### src/rtl/instr_fetch_if.sv
// Fetch-stage bus: ROM address/data, redirect request and the decode-side
// handshake with its held instruction, error pulse and handoff counter.
interface instr_fetch_if;
    logic [31:0] instr_addr;
    logic [31:0] instr_data;
    logic        redirect_en;
    logic [31:0] redirect_addr;
    logic        out_ready;
    logic        out_valid;
    logic [31:0] if_pc;
    logic [31:0] if_instr;
    logic        misalign_err;
    logic [31:0] fetch_count;

    // Fetch unit side
    modport master (
        output instr_addr,
        input  instr_data,
        input  redirect_en,
        input  redirect_addr,
        input  out_ready,
        output out_valid,
        output if_pc,
        output if_instr,
        output misalign_err,
        output fetch_count
    );

    // ROM / decode / branch-unit side
    modport slave (
        input  instr_addr,
        output instr_data,
        output redirect_en,
        output redirect_addr,
        output out_ready,
        input  out_valid,
        input  if_pc,
        input  if_instr,
        input  misalign_err,
        input  fetch_count
    );
endinterface

### src/rtl/instr_fetch.sv
// Single-stage instruction fetch: PC register driving an asynchronous ROM,
// one output register toward decode with a valid/ready stall, redirect flush
// with one bubble, misaligned-target pulse and a handoff counter.
module instr_fetch #(
    parameter logic [31:0] RESET_PC  = 32'h0000_0000,
    parameter logic [31:0] NOP_INSTR = 32'h0000_0013
) (
    input  logic          clk,
    input  logic          reset,
    instr_fetch_if.master bus
);

    // Low bits are forced to zero so a mis-set parameter cannot create an unaligned PC.
    localparam logic [31:0] PC_RST = {RESET_PC[31:2], 2'b00};

    logic [31:0] pc_q,          pc_d;
    logic [31:0] if_pc_q,       if_pc_d;
    logic [31:0] if_instr_q,    if_instr_d;
    logic        out_valid_q,   out_valid_d;
    logic        misalign_q,    misalign_d;
    logic [31:0] fetch_count_q, fetch_count_d;

    logic        load;
    logic        handoff;

    // Output register may accept a new word when empty or being drained.
    assign load    = !out_valid_q || bus.out_ready;
    assign handoff = out_valid_q && bus.out_ready;

    // Next-state: redirect flushes, otherwise load advances, otherwise stall.
    always_comb begin
        pc_d        = pc_q;
        if_pc_d     = if_pc_q;
        if_instr_d  = if_instr_q;
        out_valid_d = out_valid_q;
        misalign_d  = 1'b0;
        if (bus.redirect_en) begin
            // if_pc is left alone; only valid/instr mark the bubble.
            pc_d        = {bus.redirect_addr[31:2], 2'b00};
            out_valid_d = 1'b0;
            if_instr_d  = NOP_INSTR;
            misalign_d  = |bus.redirect_addr[1:0];
        end else if (load) begin
            if_pc_d     = pc_q;
            if_instr_d  = bus.instr_data;
            out_valid_d = 1'b1;
            pc_d        = pc_q + 32'd4;
        end
    end

    // A handoff still counts on a redirect edge; the held word left the stage.
    always_comb begin
        fetch_count_d = fetch_count_q + {31'd0, handoff};
    end

    // State registers with synchronous reset overriding everything.
    always_ff @(posedge clk) begin
        if (reset) begin
            pc_q          <= PC_RST;
            if_pc_q       <= 32'd0;
            if_instr_q    <= NOP_INSTR;
            out_valid_q   <= 1'b0;
            misalign_q    <= 1'b0;
            fetch_count_q <= 32'd0;
        end else begin
            pc_q          <= pc_d;
            if_pc_q       <= if_pc_d;
            if_instr_q    <= if_instr_d;
            out_valid_q   <= out_valid_d;
            misalign_q    <= misalign_d;
            fetch_count_q <= fetch_count_d;
        end
    end

    assign bus.instr_addr   = pc_q;
    assign bus.out_valid    = out_valid_q;
    assign bus.if_pc        = if_pc_q;
    assign bus.if_instr     = if_instr_q;
    assign bus.misalign_err = misalign_q;
    assign bus.fetch_count  = fetch_count_q;

endmodule

### src/flat_wrapper.sv
// flat-port wrapper written by rule: the top's interface ports become plain ports
module instr_fetch_flat 
#(
    parameter logic [31:0] RESET_PC  = 32'h0000_0000,
    parameter logic [31:0] NOP_INSTR = 32'h0000_0013
)
  (clk, reset, bus_instr_addr, bus_instr_data, bus_redirect_en, bus_redirect_addr, bus_out_ready, bus_out_valid, bus_if_pc, bus_if_instr, bus_misalign_err, bus_fetch_count);
  instr_fetch_if bus_i ();
  input  logic clk;
  input  logic reset;
  output wire logic [$bits(bus_i.instr_addr)-1:0] bus_instr_addr;
  input wire logic [$bits(bus_i.instr_data)-1:0] bus_instr_data;
  input wire logic [$bits(bus_i.redirect_en)-1:0] bus_redirect_en;
  input wire logic [$bits(bus_i.redirect_addr)-1:0] bus_redirect_addr;
  input wire logic [$bits(bus_i.out_ready)-1:0] bus_out_ready;
  output wire logic [$bits(bus_i.out_valid)-1:0] bus_out_valid;
  output wire logic [$bits(bus_i.if_pc)-1:0] bus_if_pc;
  output wire logic [$bits(bus_i.if_instr)-1:0] bus_if_instr;
  output wire logic [$bits(bus_i.misalign_err)-1:0] bus_misalign_err;
  output wire logic [$bits(bus_i.fetch_count)-1:0] bus_fetch_count;
  assign bus_instr_addr = bus_i.instr_addr;
  assign bus_i.instr_data = bus_instr_data;
  assign bus_i.redirect_en = bus_redirect_en;
  assign bus_i.redirect_addr = bus_redirect_addr;
  assign bus_i.out_ready = bus_out_ready;
  assign bus_out_valid = bus_i.out_valid;
  assign bus_if_pc = bus_i.if_pc;
  assign bus_if_instr = bus_i.if_instr;
  assign bus_misalign_err = bus_i.misalign_err;
  assign bus_fetch_count = bus_i.fetch_count;
  instr_fetch #(.RESET_PC(RESET_PC), .NOP_INSTR(NOP_INSTR)) u_core (.clk(clk), .reset(reset), .bus(bus_i));
endmodule
### config.mk
export PLATFORM = sky130hd
export DESIGN_NAME = instr_fetch_flat
export DESIGN_NICKNAME = d
export VERILOG_FILES = /design/src/rtl/instr_fetch_if.sv /design/src/rtl/instr_fetch.sv /design/src/flat_wrapper.sv
export SDC_FILE = /design/constraint.sdc
export NUM_CORES = 1
export LEC_CHECK = 0
export ABC_AREA = 1
export CORE_MARGIN = 2
export CORE_UTILIZATION = 35
export CTS_BUF_LIST = sky130_fd_sc_hd__clkbuf_8
export CTS_CLUSTER_DIAMETER = 60
export DETAILED_ROUTE_END_ITERATION = 6
export PLACE_DENSITY_LB_ADDON = 0.25
export SETUP_SLACK_MARGIN = 0.3
export SLEW_MARGIN = 20
export SYNTH_ARGS = -nofsm -noshare
export SYNTH_HDL_FRONTEND = slang
export SYNTH_SLANG_ARGS = --single-unit
### constraint.sdc
create_clock -name clk -period 3.9 [get_ports clk]
set_input_delay 0.975 -clock clk [delete_from_list [all_inputs] [get_ports clk]]
set_output_delay 0.975 -clock clk [all_outputs]
set_load 0.01 [all_outputs]
==> impl_metrics.env, run 1 <==
export IMPL_grt_pass1_wl_um=30000
export IMPL_initial_core_util_pct=36.0
export IMPL_synth_distinct_cells=41
export IMPL_synth_fa_ha_area_share_pct=0.626
export IMPL_tns_ps=0
export IMPL_hold_viol_final=0
export IMPL_synth_edf_count=0
export IMPL_path_clk_slew_ps=70
export IMPL_cp_arrival_ps=2900
export IMPL_layout_nets=1124
export IMPL_hp_start="u_core.bus.if_instr[0]$_SDFFE_PP1N_"
export IMPL_slew_headroom_pct=49.9
export IMPL_synth_compound_area_share_pct=13.0
export IMPL_grt_setup_unrepaired="no"
export IMPL_r2r_slack_ps=2080
export IMPL_synthCells=869
export IMPL_end_kind="register"
export IMPL_layout_common_cells="clkdlybuf4s50_1 (192), nand2_1 (189), nor2_1 (172), dfxtp_1 (126), inv_1 (75)"
export IMPL_finalWirelength_um=18400
export IMPL_cts_resized=0
export IMPL_worstPathMaxFanout=37
export IMPL_whs_ps=460
export IMPL_port_buffers=193
export IMPL_pin_count=198
export IMPL_finClkSkew_ps=7.76
export IMPL_max_freq_mhz=397
export IMPL_synth_top_area_share_pct=42.1
export IMPL_die_area_sq_um=18200
export IMPL_synth_simple_gate_area_share_pct=35.3
export IMPL_die_h_um=135
export IMPL_pre_cts_slack_ps=945
export IMPL_p_sw_uw=755
export IMPL_grt_start_max_net_pins=48
export IMPL_dp_hpwl_um=13300
export IMPL_ys_ff_latch=126
export IMPL_cts_hold_buffers_added=0
export IMPL_rows=47
export IMPL_overflow=0
export IMPL_antenna_found_initial=0
export IMPL_min_delay_path_class="reg -> reg"
export IMPL_synthesis_area_sq_um=6000
export IMPL_clk_latency_ps=440
export IMPL_synth_xor_xnor_area_share_pct=0.292
export IMPL_pwr_share_clk_pct=44.4
export IMPL_avgSynthCellArea_sq_um=6.90
export IMPL_reg2reg_depth=9
export IMPL_tritoncts="yes"
export IMPL_netSwitchingFraction_pct=23.7
export IMPL_drtIter0Drc=380
export IMPL_mostFrequentLayoutCell="clkdlybuf4s50_1"
export IMPL_synth_top_cells_by_area="dfxtp_1 (42%), nand2_1 (12%), nor2_1 (11%)"
export IMPL_p_per_area_nw_per_um2=372
export IMPL_r2r_end="u_core.bus.instr_addr[9]$_SDFFE_PP0P_"
export IMPL_areaGrowthSynthToFinish_pct=42.8
export IMPL_required_ps=4290
export IMPL_core_region_area_sq_um=16600
export IMPL_place_congestion=0.884
export IMPL_period_minus_slack_ps=2520
export IMPL_post_cts_buffers=0
export IMPL_htree_levels=4
export IMPL_dieWidth_um=135
export IMPL_async_flop_share_pct=0
export IMPL_p_seq_share_pct=43.6
export IMPL_hold_depth=2
export IMPL_n_antenna_cell=0
export IMPL_netlist_top_cell_by_area="dfxtp_1"
export IMPL_viasPerCell=4.80
export IMPL_clock_root_buffer="clkbuf_8"
export IMPL_wl_per_cell_um=14.3
export IMPL_vias=6176
export IMPL_internal_power_uw=2430
export IMPL_ir_drop_mv=0.207
export IMPL_cp_start_kind="primary input"
export IMPL_setup_viol=0
export IMPL_drt_first_pass_iters=5
export IMPL_yosysSeqAreaShare_pct=42.1
export IMPL_drive_gt1_share_pct=7.04
export IMPL_worst_pin_slew_ps=751
export IMPL_fin_crit_sh_pct=64.6
export IMPL_regArea_sq_um=2520
export IMPL_synth_top_family_by_area="simple AND/OR/NAND/NOR gates"
export IMPL_synth_warnings=0
export IMPL_status="finished clean"
export IMPL_synth_ff_type="dfxtp_1"
export IMPL_cts_max_path_buffers=2
export IMPL_p_comb_share_pct=11.9
export IMPL_post_route_drc_count=0
export IMPL_critPathKind="in -> reg"
export IMPL_clock_sinks=126
export IMPL_setup_slack_ps=1380
export IMPL_p_leak_uw=0.00332
export IMPL_min_to="u_core.bus.if_instr[0]$_SDFFE_PP1N_"
export IMPL_first_global_vias=5899
export IMPL_drv_slew=0
export IMPL_nFillCells=1657
export IMPL_synth_mux_area_fraction_pct=0
export IMPL_r2r_start="u_core.bus.out_valid$_SDFFE_PP0N_"
export IMPL_multiInputGateArea_sq_um=2970
export IMPL_grt_usage_pct=20.8
export IMPL_ant_nets=0
export IMPL_cts_buffers=17
export IMPL_drv_cap=0
-- sequential cells by signal (all words and copies together) (netlist names) --
name and count:
u_core.bus.instr_addr 30, u_core.bus.if_pc 30, u_core.bus.fetch_count 32, u_core.bus.if_instr 32, u_core.bus.out_valid 1, u_core.bus.misalign_err 1
-- synth_stat cells (all sizes together) (2+ instances only) --
| master | n |
|---|---|
| nand2 | 194 |
| nor2 | 187 |
| dfxtp | 126 |
| inv | 80 |
| o21ai | 61 |
| nand3 | 51 |
| a21oi | 43 |
| buf | 21 |
| nor3 | 20 |
| clkbuf | 18 |
| a22oi | 17 |
| nand4 | 16 |
| a31oi | 8 |
| o211ai | 7 |
| nand3b | 6 |
| ha | 3 |
| clkinv | 2 |
| o21a | 2 |
-- worst max-delay path by stage --
stage	start	endpoint	slack, ps
floorplan	bus_out_ready	u_core.bus.fetch_count[18]$_SDFF_PP0_	1680
global placement	bus_out_ready	u_core.bus.fetch_count[18]$_SDFF_PP0_	1000
detailed placement	bus_out_ready	u_core.bus.instr_addr[23]$_SDFFE_PP0P_	940
CTS	u_core.bus.instr_addr[4]$_SDFFE_PP0P_	bus_instr_addr[4]	1360
global route	bus_out_ready	u_core.bus.fetch_count[28]$_SDFF_PP0_	1210
finish	bus_out_ready	u_core.bus.instr_addr[23]$_SDFFE_PP0P_	1380
-- routing by layer --
layer | up-vias | share of wire, % | global-route usage [%]
met4 | 0 | 2.9 | 9.06
li1 | 3179 | - | -
met5 | - | 0 | 0
met1 | 2799 | 45 | 26.6
met3 | 41 | 4.6 | 4.43
met2 | 157 | 47 | 33.8
-- through the flow --
step           utilization, %  cells  total power (uW)  area [sq um]
2_1_floorplan               -    872              1580          6010
3_3_place_gp             48.5   1254              1800          8070
3_5_place_dp             48.5   1254              1800          8070
4_1_cts                  51.5   1286              3220          8560
5_1_grt                  51.5   1286              3320          8560
6_report                 51.5   1286              3190          8560
-- kinds of logic (layout without fill, tap and decap cells) --
| logic type | count (synthesis) | in the layout |
|---|---|---|
| xor gates and xnor gates | 2 | 2 |
| and+or+nand+nor | 476 | 476 |
| other | 1 | 4 |
| buffers and inverters | 121 | 315 |
| AOI/OAI and AO/OA | 140 | 140 |
| DFF | 126 | 126 |
| adders and majority gates | 3 | 3 |
-- critical path, stage by stage --
cell and delay [ps]:
clkdlybuf4s50_1 480, inv_1 40, nand2_1 290, nand2_2 100, inv_2 480, nand2_1 160
o21bai_1 200, nand3_1 60, nand2_1 50, inv_1 60
-- power groups by stage --
stage	clock network (uW)	logic, uW	registers, uW
after CTS	1450	384	1390
after global routing	1510	420	1400
final	1420	381	1390
after detailed placement	0	382	1420
after floorplan	0	151	1430
after global placement	0	380	1420
-- final cells by class --
type                    count  area share [%]
clock buffers              21            3.38
clock inverters            11            2.44
inverters                  82            3.62
multi-input cells         625            34.7
flip-flops and latches    126            29.5
well taps                 220            3.21
repair buffers            201            23.2
Note: power is estimated with default switching activity, not from simulation.
==> run 2: changes to the inputs <==
- clock period: 3.9 -> 2.3 ns (I/O delays scaled with it)
==> run 2 against run 1 <==
Clock skew grew 4.6 ps. Non-clock buffer count up 19. First-iteration DRC count up 31%. Final cell count up 1.4%. Sequential share of layout area grew 0.079 points. Hold slack is essentially flat. Critical path depth decreased by 9. Global-route usage increased by 0.31 points. Routed wire length is 2.9% higher. Sequential power is 69% higher. Largest power group is now registers.
==> impl_metrics.env, run 2 (synthesis results as in run 1) <==
export IMPL_hold_viol_final=0
export IMPL_drive_gt1_share_pct=12.5
export IMPL_clock_sinks=126
export IMPL_grtUsageMet3_pct=5.37
export IMPL_required_ps=1730
export IMPL_grt_pass1_wl_um=30300
export IMPL_min_delay_path_class="reg -> reg"
export IMPL_areaGrowthSynthToFinish_pct=45.6
export IMPL_ir_drop_mv=0.327
export IMPL_fin_crit_sh_pct=84.6
export IMPL_max_freq_mhz=514
export IMPL_drtIter0Drc=496
export IMPL_drv_slew=0
export IMPL_layout_common_cells="nand2_1 (187), nor2_1 (171), clkdlybuf4s50_1 (143), dfxtp_1 (87), inv_1 (76)"
export IMPL_end_kind="primary output"
export IMPL_cp_top_family="buffers and inverters"
export IMPL_viasPerCell=4.85
export IMPL_finalNonFillerCells=1304
export IMPL_worst_path_stages=1
export IMPL_layout_nets=1143
export IMPL_grt_usage_pct=21.1
export IMPL_core_region_area_sq_um=16600
export IMPL_cp_slowest_cell="clkdlybuf4s50_1"
export IMPL_grt_busiest_layer="met2"
export IMPL_cp_start_kind="register"
export IMPL_status="finished clean"
export IMPL_grt_setup_unrepaired="no"
export IMPL_post_route_drc_count=0
export IMPL_cts_max_path_buffers=2
export IMPL_max_stage_delay_ps=550
export IMPL_p_leak_uw=0.00397
export IMPL_dp_hpwl_um=14000
export IMPL_cts_buffers=17
export IMPL_dieWidth_um=135
export IMPL_ant_nets=0
export IMPL_p_per_area_nw_per_um2=546
export IMPL_crit_buf_inv=1
export IMPL_pin_count=198
export IMPL_reg2reg_depth=11
export IMPL_grtUsageMet2_pct=35.1
export IMPL_overflow=0
export IMPL_dpl_cell_count=1273
export IMPL_first_global_vias=5929
export IMPL_clk_latency_ps=440
export IMPL_finalWirelength_um=19000
export IMPL_whs_ps=460
export IMPL_critPathKind="reg -> out"
export IMPL_place_congestion=0.879
export IMPL_die_h_um=135
export IMPL_worstPathMaxFanout=4
export IMPL_antenna_found_initial=0
export IMPL_clock_root_buffer="clkbuf_8"
export IMPL_cp_arrival_ps=1370
export IMPL_setup_viol=0
export IMPL_crit_chain="clkdlybuf4s50_1"
export IMPL_initial_core_util_pct=36.0
export IMPL_total_power_uw=4770
export IMPL_port_buffers=193
export IMPL_mostFrequentLayoutCell="nand2_1"
export IMPL_period_minus_slack_ps=1950
export IMPL_path_clk_slew_ps=70
export IMPL_drt_first_pass_iters=5
export IMPL_die_area_sq_um=18200
export IMPL_rows=47
export IMPL_cts_hold_buffers_added=0
export IMPL_htree_levels=4
export IMPL_grtUsageMet1_pct=26.9
export IMPL_tritoncts="yes"
export IMPL_hold_depth=2
export IMPL_n_antenna_cell=0
export IMPL_grt_start_max_net_pins=40
export IMPL_finClkSkew_ps=12.4
export IMPL_drv_cap=0
export IMPL_wl_per_cell_um=14.5
export IMPL_vias=6321
## run 2: changes by cell type in the layout (fill, tap and decap cells not counted), sizes merged
| cell | previous run | this run |
|---|---|---|
| buf | 9 | 28 |
| bufinv | 6 | 1 |
| clkbuf | 21 | 18 |
| clkdlybuf4s50 | 192 | 143 |
| clkinv | 7 | 11 |
| clkinvlp | 0 | 2 |
| dlygate4sd2 | 0 | 18 |
| dlymetal6s2s | 0 | 31 |
| inv | 80 | 81 |
## run 2: final cells by class
| class | instances | area, sq um |
|---|---|---|
| multi-input combinational | 625 | 2980 |
| tap | 220 | 275 |
| sequential | 126 | 2580 |
| clock buffer | 18 | 248 |
| inverter | 82 | 310 |
| clock inverter | 13 | 101 |
| fill | 1687 | 7910 |
| timing repair buffer | 220 | 2230 |
## run 2: final timing paths
path | end | slack (ps) | from
setup / recovery | bus_fetch_count[30] | 350 | u_core.bus.fetch_count[30]$_SDFF_PP0_
hold / removal | u_core.bus.if_instr[4]$_SDFFE_PP1N_ | 460 | u_core.bus.if_instr[4]$_SDFFE_PP1N_
setup reg to reg | u_core.bus.fetch_count[18]$_SDFF_PP0_ | 540 | u_core.bus.out_valid$_SDFFE_PP0N_
hold reg to reg | u_core.bus.if_instr[4]$_SDFFE_PP1N_ | 460 | u_core.bus.if_instr[4]$_SDFFE_PP1N_
## run 2: what timing repair did
item                                    CTS  global route
endpoints found under the setup margin   48            44
pin swaps                                 0             4
gates resized for setup                  55            41
buffers inserted                          0             0
## run 2: worst min-delay path: cells and delay by family, from the launching register on
kind             cells  cell delay [ps]
flip-flops           1              330
AND/OR/NAND/NOR      2              100
## run 2: through the flow
step	area, sq um	setup WS (ps)	util, %	setup TNS [ps]
2_1_floorplan	6010	478	-	0
3_5_place_dp	8260	-139	49.6	-856
4_1_cts	8630	269	51.9	0
5_1_grt	8730	300	52.5	0
3_3_place_gp	8260	-104	49.6	-488
6_report	8730	354	52.5	0
## run 2: power by group
part,total (uW),leakage [uW],internal [uW],switching [uW]
Sequential,2350,0.00105,2270,79.5
Combinational,661,0.00274,345,316
Clock,1750,0.000185,858,894
Total,4770,0.00397,3480,1290
## run 2: layer usage
layer	vias to the layer above	routed length, um
li1	3219	-
met1	2891	8490
met2	189	9140
met3	22	1040
met4	0	298
met5	-	0
==> run 3: changes to the inputs <==
- clock period: 2.3 -> 1.62 ns (I/O delays scaled with it)
==> run 3 against run 2 <==
Sequential power grew 42%. Worst setup slack got worse by 340 ps. Final cell count rose by 11%. Largest power group is now the clock network. Combinational power increased by 140%. First-iteration DRC count up 9.5%. Largest cell class unchanged. Clock skew is 5.9 ps higher.
==> impl_metrics.env, run 3 (synthesis results as in run 1) <==
export IMPL_ir_drop_mv=0.495
export IMPL_drv_cap=0
export IMPL_p_leak_uw=0.00497
export IMPL_core_region_area_sq_um=16600
export IMPL_place_congestion=0.910
export IMPL_mostFrequentLayoutCell="nand2_1"
export IMPL_max_freq_mhz=622
export IMPL_finClkSkew_ps=18.3
export IMPL_initial_core_util_pct=36.0
export IMPL_drtIter0Drc=543
export IMPL_cp_slowest_cell="dfxtp_4"
export IMPL_path_common_cell="nand2_4"
export IMPL_areaGrowthSynthToFinish_pct=94.5
export IMPL_n_antenna_cell=0
export IMPL_clk_latency_ps=450
export IMPL_die_area_sq_um=18200
export IMPL_cp_arrival_ps=1980
export IMPL_overflow=0
export IMPL_ant_nets=0
export IMPL_dp_hpwl_um=14100
export IMPL_min_delay_path_class="in -> reg"
export IMPL_wl_per_cell_um=17.0
export IMPL_layout_nets=1280
export IMPL_worstPathMaxFanout=4
export IMPL_die_h_um=135
export IMPL_port_buffers=193
export IMPL_finalWirelength_um=24400
export IMPL_grt_usage_pct=23.2
export IMPL_placed_area_sq_um=8670
export IMPL_post_route_drc_count=0
export IMPL_fin_crit_sh_pct=99.2
export IMPL_hold_viol_final=0
export IMPL_grt_setup_unrepaired="yes"
export IMPL_tns_ps=0
export IMPL_setup_viol=0
export IMPL_grt_start_max_net_pins=40
export IMPL_cts_buffers=17
export IMPL_period_minus_slack_ps=1610
export IMPL_nFillCells=1180
export IMPL_cts_hold_buffers_added=0
export IMPL_antenna_found_initial=0
export IMPL_status="finished clean"
export IMPL_pin_count=198
export IMPL_clock_sinks=126
export IMPL_critPathKind="reg -> reg"
export IMPL_dpl_cell_count=1311
export IMPL_max_stage_delay_ps=370
export IMPL_layout_common_cells="nand2_1 (162), buf_6 (149), buf_4 (114), nor2_1 (97), dfxtp_2 (84)"
export IMPL_grt_pass1_wl_um=33600
export IMPL_end_kind="register"
export IMPL_tritoncts="yes"
export IMPL_clock_root_buffer="clkbuf_8"
export IMPL_drv_slew=0
export IMPL_cts_max_path_buffers=2
export IMPL_p_per_area_nw_per_um2=729
export IMPL_drive_gt1_share_pct=53.8
export IMPL_dieWidth_um=135
export IMPL_drt_first_pass_iters=6
export IMPL_final_area_sq_um=11700
export IMPL_htree_levels=4
export IMPL_crit_chain="nand2_4 > inv_4 > ha_4 > ha_4 > nand2_4 > inv_2 > nand2_4 > nor2_4 > nand2_4 > nor2_4 > nand3b_1 > a21oi_1"
export IMPL_required_ps=1990
export IMPL_first_global_vias=6639
export IMPL_path_clk_slew_ps=70
export IMPL_finalNonFillerCells=1441
export IMPL_viasPerCell=5.13
export IMPL_rows=47
export IMPL_cp_start_kind="register"
export IMPL_vias=7393
-- run 3: worst paths after layout --
check,start,endpoint,slack (ps),cells after the start
max,u_core.bus.out_valid$_SDFFE_PP0N_,u_core.bus.fetch_count[28]$_SDFF_PP0_,10,12
min,reset,u_core.bus.out_valid$_SDFFE_PP0N_,380,3
max reg2reg,u_core.bus.out_valid$_SDFFE_PP0N_,u_core.bus.fetch_count[28]$_SDFF_PP0_,10,12
min reg2reg,u_core.bus.if_pc[21]$_SDFFE_PP0P_,u_core.bus.if_pc[21]$_SDFFE_PP0P_,470,2
-- run 3: per-layer routing --
layer | global-route usage [%] | wire (um) | vias to the layer above
met3 | 5.67 | 1780 | 80
met2 | 40.1 | 12400 | 367
met4 | 8.42 | 939 | 0
met5 | 0 | 0 | -
li1 | - | - | 3508
met1 | 28.0 | 9340 | 3438
-- run 3: per-stage QoR --
stage	worst slack (ps)	total power (uW)	utilization (%)	hold slack (ps)
floorplan	-21.0	3820	-	484
global placement	-658	4450	52.1	438
detailed placement	-686	4460	52.1	441
CTS	33.9	8100	61.1	343
global route	-99.7	8810	70.1	372
finish	12.4	8510	70.1	380
-- run 3: area by class of cell --
cell class / count / area [sq um] / share of cell area (%)
Timing Repair inverter: 1 / 16.3 / 0.139
Multi-Input combinational cell: 625 / 4020 / 34.4
Inverter: 82 / 348 / 2.98
Clock buffer: 18 / 248 / 2.12
Sequential cell: 126 / 2790 / 23.9
Tap cell: 220 / 275 / 2.36
Clock inverter: 13 / 260 / 2.23
Timing Repair Buffer: 356 / 3720 / 31.9
-- run 3: power by group --
| part | switching (uW) | total, uW | internal, uW |
|---|---|---|---|
| clock | 1380 | 3570 | 2190 |
| sequential | 140 | 3340 | 3200 |
| combinational | 720 | 1590 | 873 |
-- run 3: repair_timing --
action                     in CTS  in global routing
setup endpoints to repair     246                229
setup buffers                  55                 34
pin swaps                      24                 50
gates resized for setup       821                304
gates cloned                    2                  8
-- run 3: worst max-delay path: cells and delay by family (launching register included) --
family,cells,cell delay (ps)
simple gates,7,640
flops,1,370
buf+inv,2,130
compound gates,1,140
fa+ha+maj,2,280
